===== src/rtl/plot_sink.sv =====
// plot_sink: linearises drawing-engine plots, queues them and drains them to a framebuffer port.
// Define PLOT_SINK_CLIP_EN to drop and count plots outside WIDTH x HEIGHT.
module plot_sink #(
    parameter int WIDTH  = 160,
    parameter int HEIGHT = 120,
    parameter int DEPTH  = 16,
    parameter int ADDR_W = 15
) (
    input  logic              clock,
    input  logic              reset,
    input  logic [7:0]        in_x,
    input  logic [6:0]        in_y,
    input  logic [2:0]        in_colour,
    input  logic              plot,
    output logic              full,
    input  logic              clear,
    input  logic [2:0]        clear_colour,
    output logic [ADDR_W-1:0] mem_addr,
    output logic [2:0]        mem_data,
    output logic              mem_we,
    input  logic              mem_ready,
    output logic              clearing,
    output logic              clear_done,
    output logic              overflow,
    output logic [7:0]        clip_count
);

    localparam int PW = $clog2(DEPTH);
    localparam int CW = PW + 1;
    localparam int EW = ADDR_W + 3;
    localparam logic [ADDR_W-1:0] LAST = ADDR_W'(WIDTH * HEIGHT - 1);

    localparam logic [1:0] S_IDLE  = 2'd0;
    localparam logic [1:0] S_WRITE = 2'd1;
    localparam logic [1:0] S_CLEAR = 2'd2;

    logic [EW-1:0]     fifo_q [DEPTH];
    logic [PW-1:0]     wr_ptr_q, wr_ptr_d;
    logic [PW-1:0]     rd_ptr_q, rd_ptr_d;
    logic [CW-1:0]     count_q, count_d;
    logic              full_q, full_d;
    logic [1:0]        state_q, state_d;
    logic              pending_q, pending_d;
    logic [2:0]        colour_q, colour_d;
    logic [ADDR_W-1:0] fill_q, fill_d;
    logic              done_q, done_d;
    logic              overflow_q, overflow_d;
    logic              clipped;
    logic              push;
    logic              pop;
    logic [ADDR_W-1:0] push_addr;
    logic [EW-1:0]     head;

`ifdef PLOT_SINK_CLIP_EN
    logic [7:0] clip_q, clip_d;

    assign clipped = (32'(in_x) >= WIDTH) || (32'(in_y) >= HEIGHT);

    always_comb begin
        clip_d = clip_q;
        if (plot && clipped && clip_q != 8'hff) clip_d = clip_q + 8'd1;
    end

    always_ff @(posedge clock) begin
        if (reset) clip_q <= '0;
        else       clip_q <= clip_d;
    end

    assign clip_count = clip_q;
`else
    assign clipped    = 1'b0;
    assign clip_count = '0;
`endif

    // Address arithmetic wraps at ADDR_W, matching the framebuffer width.
    assign push_addr = ADDR_W'(in_y) * ADDR_W'(WIDTH) + ADDR_W'(in_x);
    assign head      = fifo_q[rd_ptr_q];
    assign push      = plot && !full_q && !clipped;
    assign pop       = (state_q == S_WRITE) && mem_ready;

    always_comb begin
        wr_ptr_d   = push ? wr_ptr_q + PW'(1) : wr_ptr_q;
        rd_ptr_d   = pop ? rd_ptr_q + PW'(1) : rd_ptr_q;
        count_d    = count_q + CW'(push) - CW'(pop);
        full_d     = (count_d == CW'(DEPTH));
        overflow_d = overflow_q | (plot && full_q && !clipped);
        pending_d  = pending_q | clear;
        colour_d   = clear ? clear_colour : colour_q;
        state_d    = state_q;
        fill_d     = fill_q;
        done_d     = 1'b0;
        case (state_q)
            S_IDLE: begin
                if (pending_q)          state_d = S_CLEAR;
                else if (count_q != '0) state_d = S_WRITE;
            end
            S_WRITE: begin
                if (mem_ready) begin
                    if (pending_q)          state_d = S_CLEAR;
                    else if (count_d != '0) state_d = S_WRITE;
                    else                    state_d = S_IDLE;
                end
            end
            S_CLEAR: begin
                if (mem_ready) begin
                    if (fill_q == LAST) begin
                        fill_d    = '0;
                        done_d    = 1'b1;
                        pending_d = 1'b0;
                        state_d   = S_IDLE;
                    end else begin
                        fill_d = fill_q + ADDR_W'(1);
                    end
                end
            end
            default: state_d = S_IDLE;
        endcase
    end

    always_ff @(posedge clock) begin
        if (push) fifo_q[wr_ptr_q] <= {push_addr, in_colour};
    end

    always_ff @(posedge clock) begin
        if (reset) begin
            wr_ptr_q   <= '0;
            rd_ptr_q   <= '0;
            count_q    <= '0;
            full_q     <= 1'b0;
            state_q    <= S_IDLE;
            pending_q  <= 1'b0;
            colour_q   <= '0;
            fill_q     <= '0;
            done_q     <= 1'b0;
            overflow_q <= 1'b0;
        end else begin
            wr_ptr_q   <= wr_ptr_d;
            rd_ptr_q   <= rd_ptr_d;
            count_q    <= count_d;
            full_q     <= full_d;
            state_q    <= state_d;
            pending_q  <= pending_d;
            colour_q   <= colour_d;
            fill_q     <= fill_d;
            done_q     <= done_d;
            overflow_q <= overflow_d;
        end
    end

    always_comb begin
        mem_addr = '0;
        mem_data = '0;
        if (state_q == S_WRITE) begin
            {mem_addr, mem_data} = head;
        end else if (state_q == S_CLEAR) begin
            mem_addr = fill_q;
            mem_data = colour_q;
        end
    end

    assign mem_we     = (state_q == S_WRITE) || (state_q == S_CLEAR);
    assign clearing   = (state_q == S_CLEAR);
    assign clear_done = done_q;
    assign full       = full_q;
    assign overflow   = overflow_q;

endmodule


===== config.mk =====
export PLATFORM = sky130hd
export DESIGN_NAME = plot_sink
export DESIGN_NICKNAME = d
export VERILOG_FILES = /design/src/rtl/plot_sink.sv
export SDC_FILE = /design/constraint.sdc
export NUM_CORES = 1
export LEC_CHECK = 0
export ABC_AREA = 0
export CORE_MARGIN = 3
export CORE_UTILIZATION = 54
export DETAILED_ROUTE_END_ITERATION = 16
export PLACE_DENSITY = 0.78
export SETUP_SLACK_MARGIN = 0.4
export SLEW_MARGIN = 20
export SYNTH_ARGS = -nofsm -noshare
export SYNTH_HDL_FRONTEND = slang
export SYNTH_SLANG_ARGS = --single-unit

===== constraint.sdc =====
create_clock -name clock -period 3.31 [get_ports clock]
set_input_delay 0.662 -clock clock [delete_from_list [all_inputs] [get_ports clock]]
set_output_delay 0.662 -clock clock [all_outputs]
set_load 0.1 [all_outputs]

After elaboration in Yosys (flattened, before gate mapping)
Memory sizes are Yosys's and may differ from the RTL's. A register that Yosys moved wholly into a read port is not among the register bits.
Index checks and enable logic that the tools add are counted.
{"block": "word_totals", "word_cells": 62, "out_inout_bits": 31, "ramBits": 288, "input_bits": 26, "register_bits": 37, "memories": 1}
{"name": "fifo_q", "depth": 16, "width": 18, "read_ports": 1, "rd_clocked_by_memory_dff": 1, "wr": 1, "line": "37", "source": "logic [EW-1:0] fifo_q [DEPTH];"}
{"block": "classes", "bitwise": 4, "reduce_logical": 11, "n_addsub": 6, "n_eq_ne": 8, "n_mux": 21, "mul": 1}
{"operator": "$mux 15", "n": 3}
{"operator": "$add 15x1->15 const B", "n": 1}
{"operator": "$add 15x8->15", "n": 1}
{"operator": "$eq 15x15->1 const B", "n": 1}
{"operator": "$mux 2", "n": 6}
{"operator": "$mul 7x3->10 const B", "n": 1}
{"operator": "$reduce_bool 5->1", "n": 2}
{"operator": "$add 4x1->4 const B", "n": 2}
{"operator": "$mux 4", "n": 2}
{"operator": "$mux 1", "n": 7}
{"operator": "$mux 3", "n": 2}
{"operator": "$pmux 2 s3", "n": 1}
{"operator": "$add 5x1->5", "n": 1}
{"operator": "$eq 5x5->1 const B", "n": 1}
{"operator": "$sub 5x1->5", "n": 1}
{"operator": "$ne 2x2->1 const B", "n": 2}
{"operator": "$reduce_and 4->1", "n": 1}
{"operator": "$logic_and 1x1->1", "n": 3}
{"operator": "$ne 3x3->1 const B", "n": 1}
{"operator": "$reduce_or 3->1", "n": 1}
{"operator": "$eq 2x1->1 const B", "n": 1}
{"operator": "$eq 2x2->1 const B", "n": 1}
{"operator": "$logic_not 2->1", "n": 1}
{"operator": "$ne 2x1->1 const B", "n": 1}
{"operator": "5 further kinds", "n": 7}

Logic depth before layout (Yosys ltp)
Gate-level depths: netlist of the first run.
{"block": "depth", "word_depth": 9, "mapped_depth": 14, "ltp_nobuf": 13}

Worst setup path after synthesis of the first run
OpenSTA, ideal clock, no wires.
{"block": "synth_path", "kind": "flip-flop to output port", "startpoint": "reg (tool-made name)", "endpoint": "out mem_addr[0]", "path_slack_ps": -732, "path_buffers": 2, "required_time_ps": 2648, "arrival_ps": 3380, "stages_incl_launch_ff": 5, "path_cell_list": "dfxtp_1 > clkbuf_1 > clkbuf_1 > mux2i_1 > o21ai_0"}
{"item": "to (decl)", "line": "18", "source": "output logic [ADDR_W-1:0] mem_addr,"}

==> impl_results.md, run 1 <==
* Largest family of logic cells by synthesized area: multiplexers
* VDD IR max at 771 µV
* First-pass GRT wire length at 45300 µm
* XOR/XNOR Fraction of Synth Area at 2.12%
* Register area share after synthesis at 70.0%
* Hold_ws at 0.482 ns
* FF+latch area at 9480 µm²
* Vias at 7459
* Min Tclk post-route at 3.14 ns
* CTS Hold Buffers Added at 0
* Worst Setup Path Type: reg2out
* Tcrit/Tclk final at 94.8%
* Remaining DRCs at 0
* DRT Pass-1 Iters at 5
* Slew Limit Fails at 0
* RSZ-0062 raised after global routing: true
* Pre-CTS setup slack at -0.549 ns
* Synthesized area at 13500 µm²
* Core area at 24500 µm²
* Mapped Avg Cell Area at 17.5 µm²
* Fin area at 16500 µm²
* FP Rows at 57
* Layout cells sized above 1 at 33.3%
* Synth Area in Compound Gates at 2.75%
* PwrDens at 691 nW/µm²
* Die height at 164 µm
* Initial Utilization at 55.3%
* I/O pin cnt at 57
* Total grt overflow at 0
* Worst-Margin Slew at 0.697 ns
* Critical path launch point type: register
* Placed cells at 1171
* Initial antenna violation count at 0
* Slew Limit Headroom at 53.3%
* Largest net degree at the start of global routing at 45
* Final WS setup at 0.171 ns
* Power, Total at 11.4 mW
* Layout Cells excl Fill at 1246
* Max cap viols at 0
* Post-Synth Adder-Cell Area at 2.94%
* Area Overhead vs Synth at 22.1%
* H-tree levels at 1
* Final Hold Vio Count at 0
* I/O Buffers at 48
* CP Data Arrival Time at 2.48 ns
* Root Driver: clkbuf_16
* Final Core Density at 67.5%
* Number of enable flip-flop cells after synthesis at 288
* Final #Nets at 953
* Fin Setup TNS at 0 ns
* Number of global-route vias before repair at 7651
* Setup Skew at 0.0145 ns
* Iter 0 DRT Violations at 730
* Fraction of registers with async set/reset at 0%
* Die X at 164 µm
* Synth Area in Simple Gates at 5.14%
* Placement Cell Area at 15100 µm²
* Total CTS buffers at 31
* Most frequent cells in the layout: 288 x edfxtp_1, 72 x mux4_2, 69 x buf_4
* Multi-input gate area at 4170 µm²
* Ys flop type: edfxtp_1
* GP Congestion at 0.805
* Avg Vias per Cell at 5.99
* Mux share of post-synthesis cell area at 15.0%
* Clk_lat worst skew at 0.55 ns
* WL final at 30200 µm
* Endpoint class of the critical path: primary output
* P_leak at 5.53 nW
* Synth warn at 0
* Clock transition at path regs at 0.06 ns
* DR WL/cell at 24.2 µm
* HPWL after detailed placement at 18000 µm
* Fmax at 319 MHz
* Synth cell types at 47
* Gr usage total at 22.8%
* Max Root-Sink Buffers at 3
* Clock sinks at 329
* Status: finished, final reports clean
* Die area at 27000 µm²
* Commonest non-fill, non-tap cell in the layout: edfxtp_1
* Mapped Cells at 773
* CP required at 2.65 ns
* ANT cells at 0
* Critical Path Fanout Max at 13
* Hold Crit Class: reg2reg
* CTS tree: yes
* Final Setup Violations at 0
* Fill cell count at 1487
* Post-route ant nets at 0
* #FFs+latches synth at 329
* Worst reg-to-reg setup slack at 0.39 ns
-- cells by family (layout without fill, tap and decap cells) --
kind of cell    after synthesis  count (layout)
compound gates               67              67
buf+inv                      59             200
fa+ha+maj                    30              30
xor+xnor                     31              32
mux                         112             112
flops                       329             329
simple gates                144             144
other cells                   1               8
-- layer usage --
metal	track usage, %	part of all wire [%]
met1	30.5	39
met2	39.2	51
met3	4.24	7.5
met4	5.27	2.7
met5	0	0
-- worst max-delay path, cell delays in order (launching register included) --
cell     delay (ns)
dfxtp_4        0.43
buf_16         0.18
mux4_2         0.54
mux2i_1        0.18
nor2_1         0.08
a21oi_2        0.19
o21ai_2        0.12
buf_12         0.18
-- registers in the layout, indices dropped and copies added (netlist names), named ones only --
register and cells:
fifo_q 288, fill_q 15, count_q 5, rd_ptr_q 4, wr_ptr_q 4, colour_q 3, state_q 2, clear_done 1
full 1, overflow 1, pending_q 1
-- area by class of cell --
cell class              instances  area share [%]
inverters                      17           0.386
clock buffers                  43            5.21
clock inverters                15           0.803
well taps                     324            2.45
flip-flops and latches        329            57.4
multi-input cells             393            25.2
repair buffers                125            8.57
-- path summary, 6_finish.rpt --
check | from | endpoint | depth (start not counted)
worst max-delay path | register | mem_addr[9] | 7
worst min-delay path | overflow | overflow | 2
worst min register to register | overflow | overflow | 2
worst max register to register | state_q[1] | state_q[0] | 13
-- what timing repair did --
action | CTS | global route
endpoints found under the setup margin | 99 | 84
gates resized for setup | 29 | 25
buffers inserted | 7 | 7
endpoints found under the hold margin | 0 | 0
pin swaps | 2 | 10
cloned | 2 | 1
-- synth_stat cells, drive strengths merged (2+ instances only) --
cell type | instances | area, µm²
a21o | 3 | 22.5
a21oi | 34 | 170
and3 | 2 | 12.5
and4 | 2 | 17.5
buf | 17 | 110
clkbuf | 24 | 101
dfxtp | 41 | 821
edfxtp | 288 | 8650
fa | 3 | 60.1
ha | 27 | 338
inv | 17 | 63.8
mux2i | 39 | 390
mux4 | 72 | 1620
nand2 | 18 | 67.6
nand2b | 6 | 45.0
nand3 | 6 | 30.0
nand4 | 7 | 43.8
nor2 | 79 | 297
nor2b | 5 | 31.3
nor3 | 7 | 35.0
nor3b | 3 | 22.5
nor4 | 2 | 27.5
o21a | 3 | 22.5
o21ai | 23 | 115
or4b | 3 | 37.5
xnor2 | 15 | 131
xor2 | 15 | 131
-- power by group --
part           leakage (nW)  switching, mW  total [mW]  internal (mW)
Combinational          2.10           1.84        3.05           1.21
Sequential             2.94         0.0951        4.94           4.84
Clock                 0.494           1.45        3.42           1.97
Total                  5.53           3.38        11.4           8.03
Power figures use the tool's default switching activity.
==> run 2: changes to the inputs <==
Settings changed: CORE_UTILIZATION 54 to 55, PLACE_DENSITY 0.78 to 0.76.
Clock period 3.31 ns to 3.65 ns, I/O delays scaled along.
==> impl_results.md, run 2 (synthesis results as in run 1) <==
* Final #Nets at 946 (-0.73%)
* Final Setup Violations at 0 (unchanged)
* Endpoint class of the critical path: primary output
* Status: finished, final reports clean
* I/O pin cnt at 57 (unchanged)
* Die height at 163 µm (-0.88%)
* Die X at 163 µm (-0.88%)
* Core area at 23800 µm² (-2.6%)
* FP Rows at 56 (-1.8%)
* Fin Setup TNS at 0 ns (unchanged)
* Post-route ant nets at 0 (unchanged)
* CTS tree: yes
* Total CTS buffers at 34 (+9.7%)
* PwrDens at 636 nW/µm² (-7.9%)
* Die area at 26500 µm² (-1.8%)
* Worst-Margin Slew at 0.967 ns (+0.270 ns)
* DR WL/cell at 25.0 µm (+3.3%)
* Root Driver: clkbuf_16
* CP Data Arrival Time at 2.50 ns (+0.02 ns)
* Commonest non-fill, non-tap cell in the layout: edfxtp_1
* Power, Total at 10.4 mW (-8.6%)
* Initial antenna violation count at 0 (unchanged)
* Max cap viols at 0 (unchanged)
* Initial Utilization at 56.8% (+1.5 points)
* Critical path launch point type: register
* I/O Buffers at 48 (unchanged)
* Max Root-Sink Buffers at 3 (unchanged)
* Tcrit/Tclk final at 88.4%
* Placement Cell Area at 15100 µm² (about the same)
* GP Congestion at 0.844 (+4.8%)
* Largest Register: fifo_q
* Worst Setup Path Type: reg2out
* Final Core Density at 68.8% (+1.3 points)
* Most frequent cells in the layout: 288 x edfxtp_1, 72 x mux4_2, 66 x nor2_1
* Slew Limit Headroom at 35.3% (-18 points)
* Layout cells sized above 1 at 29.6% (-3.6 points)
* Vias at 7430 (-0.39%)
* HPWL after detailed placement at 19000 µm (+5.6%)
* Fin area at 16400 µm² (-0.79%)
* P_leak at 5.45 nW (-1.4%)
* CP required at 2.92 ns (+0.27 ns)
* Setup Skew at 0.0164 ns (+0.00188 ns)
* WL final at 30900 µm (+2.3%)
* Min Tclk post-route at 3.23 ns
* DRT Pass-1 Iters at 5 (unchanged)
* Top flop regs: fifo_q: 288 flops, fill_q: 15 flops, count_q: 5 flops
* Hold Crit Class: reg2reg
* Final Hold Vio Count at 0 (unchanged)
* Area Overhead vs Synth at 21.1%
* Iter 0 DRT Violations at 596 (-18%)
* Number of global-route vias before repair at 7790 (+1.8%)
* VDD IR max at 574 µV (-26%)
* Remaining DRCs at 0 (unchanged)
* RSZ-0062 raised after global routing: true
* Fmax at 310 MHz
* Slew Limit Fails at 0 (unchanged)
* First-pass GRT wire length at 46600 µm (+2.8%)
* Total grt overflow at 0 (unchanged)
* Clock sinks at 329 (unchanged)
* Gr usage total at 23.8% (+0.99 points)
* CTS Hold Buffers Added at 0 (unchanged)
* H-tree levels at 2 (+1)
* ANT cells at 0 (unchanged)
* Critical Path Fanout Max at 14 (+1)
* Largest register FFs at 288 (unchanged)
* Avg Vias per Cell at 6.03 (+0.66%)
* Clock transition at path regs at 0.06 ns (about the same)
* Clk_lat worst skew at 0.52 ns (-0.03 ns)
* Largest net degree at the start of global routing at 22 (-51%)
run 2: changes by cell type in the layout (fill, tap and decap cells not counted), sizes merged:
cell / previous run / this run
dlymetal6s2s: 2 / 0
bufbuf: 0 / 2
clkdlybuf4s50: 23 / 28
clkbuf: 43 / 45
bufinv: 2 / 1
buf: 100 / 84
clkinv: 11 / 13
run 2: critical path, stage by stage (launching register included):
cell and delay, ns:
dfxtp_4 0.43, buf_16 0.19, mux4_2 0.54, mux2i_2 0.22, nor2_1 0.06, a21oi_1 0.21, o21ai_2 0.13, buf_12 0.20
run 2: layout make-up:
cell class                      count  area, µm²
Sequential cell                   329       9480
Fill cell                        1500       7430
Multi-Input combinational cell    393       4060
Timing Repair Buffer              115       1370
Clock buffer                       44        910
Tap cell                          319        399
Clock inverter                     16        109
Inverter                           17       63.8
run 2: timing repair:
action,in CTS,in global routing
gates cloned,2,2
buffers inserted,4,3
endpoints found under the setup margin,81,78
pin swaps,0,1
gates resized for setup,13,14
run 2: path summary, 6_finish.rpt:
| check | start | endpoint | slack [ns] | depth (start not counted) |
|---|---|---|---|---|
| min | overflow | overflow | 0.50 | 2 |
| max | register | mem_addr[5] | 0.42 | 7 |
| max reg2reg | state_q[1] | state_q[0] | 0.63 | 13 |
| min reg2reg | overflow | overflow | 0.50 | 2 |
run 2: routing by layer:
| metal | GRT usage, % | wire [µm] | up-vias |
|---|---|---|---|
| li1 | - | - | 3238 |
| met5 | 0 | 0 | - |
| met4 | 9.61 | 1130 | 0 |
| met3 | 3.61 | 2210 | 77 |
| met2 | 38.6 | 15300 | 315 |
| met1 | 32.8 | 12300 | 3800 |
run 2: through the flow:
stage          hold WS (ns)  worst slack, ns  instances
6_report              0.499            0.422       1233
5_1_grt               0.528            0.328       1233
4_1_cts               0.501            0.300       1228
3_5_place_dp          0.462           -0.251       1162
3_3_place_gp          0.451          -0.0850       1162
2_1_floorplan         0.454            0.436        780
run 2: power by group:
part | internal, mW | total, mW | switching (mW)
Combinational | 1.07 | 2.72 | 1.65
Clock | 1.84 | 3.23 | 1.39
Sequential | 4.39 | 4.48 | 0.0880
==> run 3: changes to the inputs <==
Settings changed: CTS_CLUSTER_DIAMETER set to 200.
==> results of run 3 <==
Same layout as run 2: the final DEF is identical, and so are final timing and power.
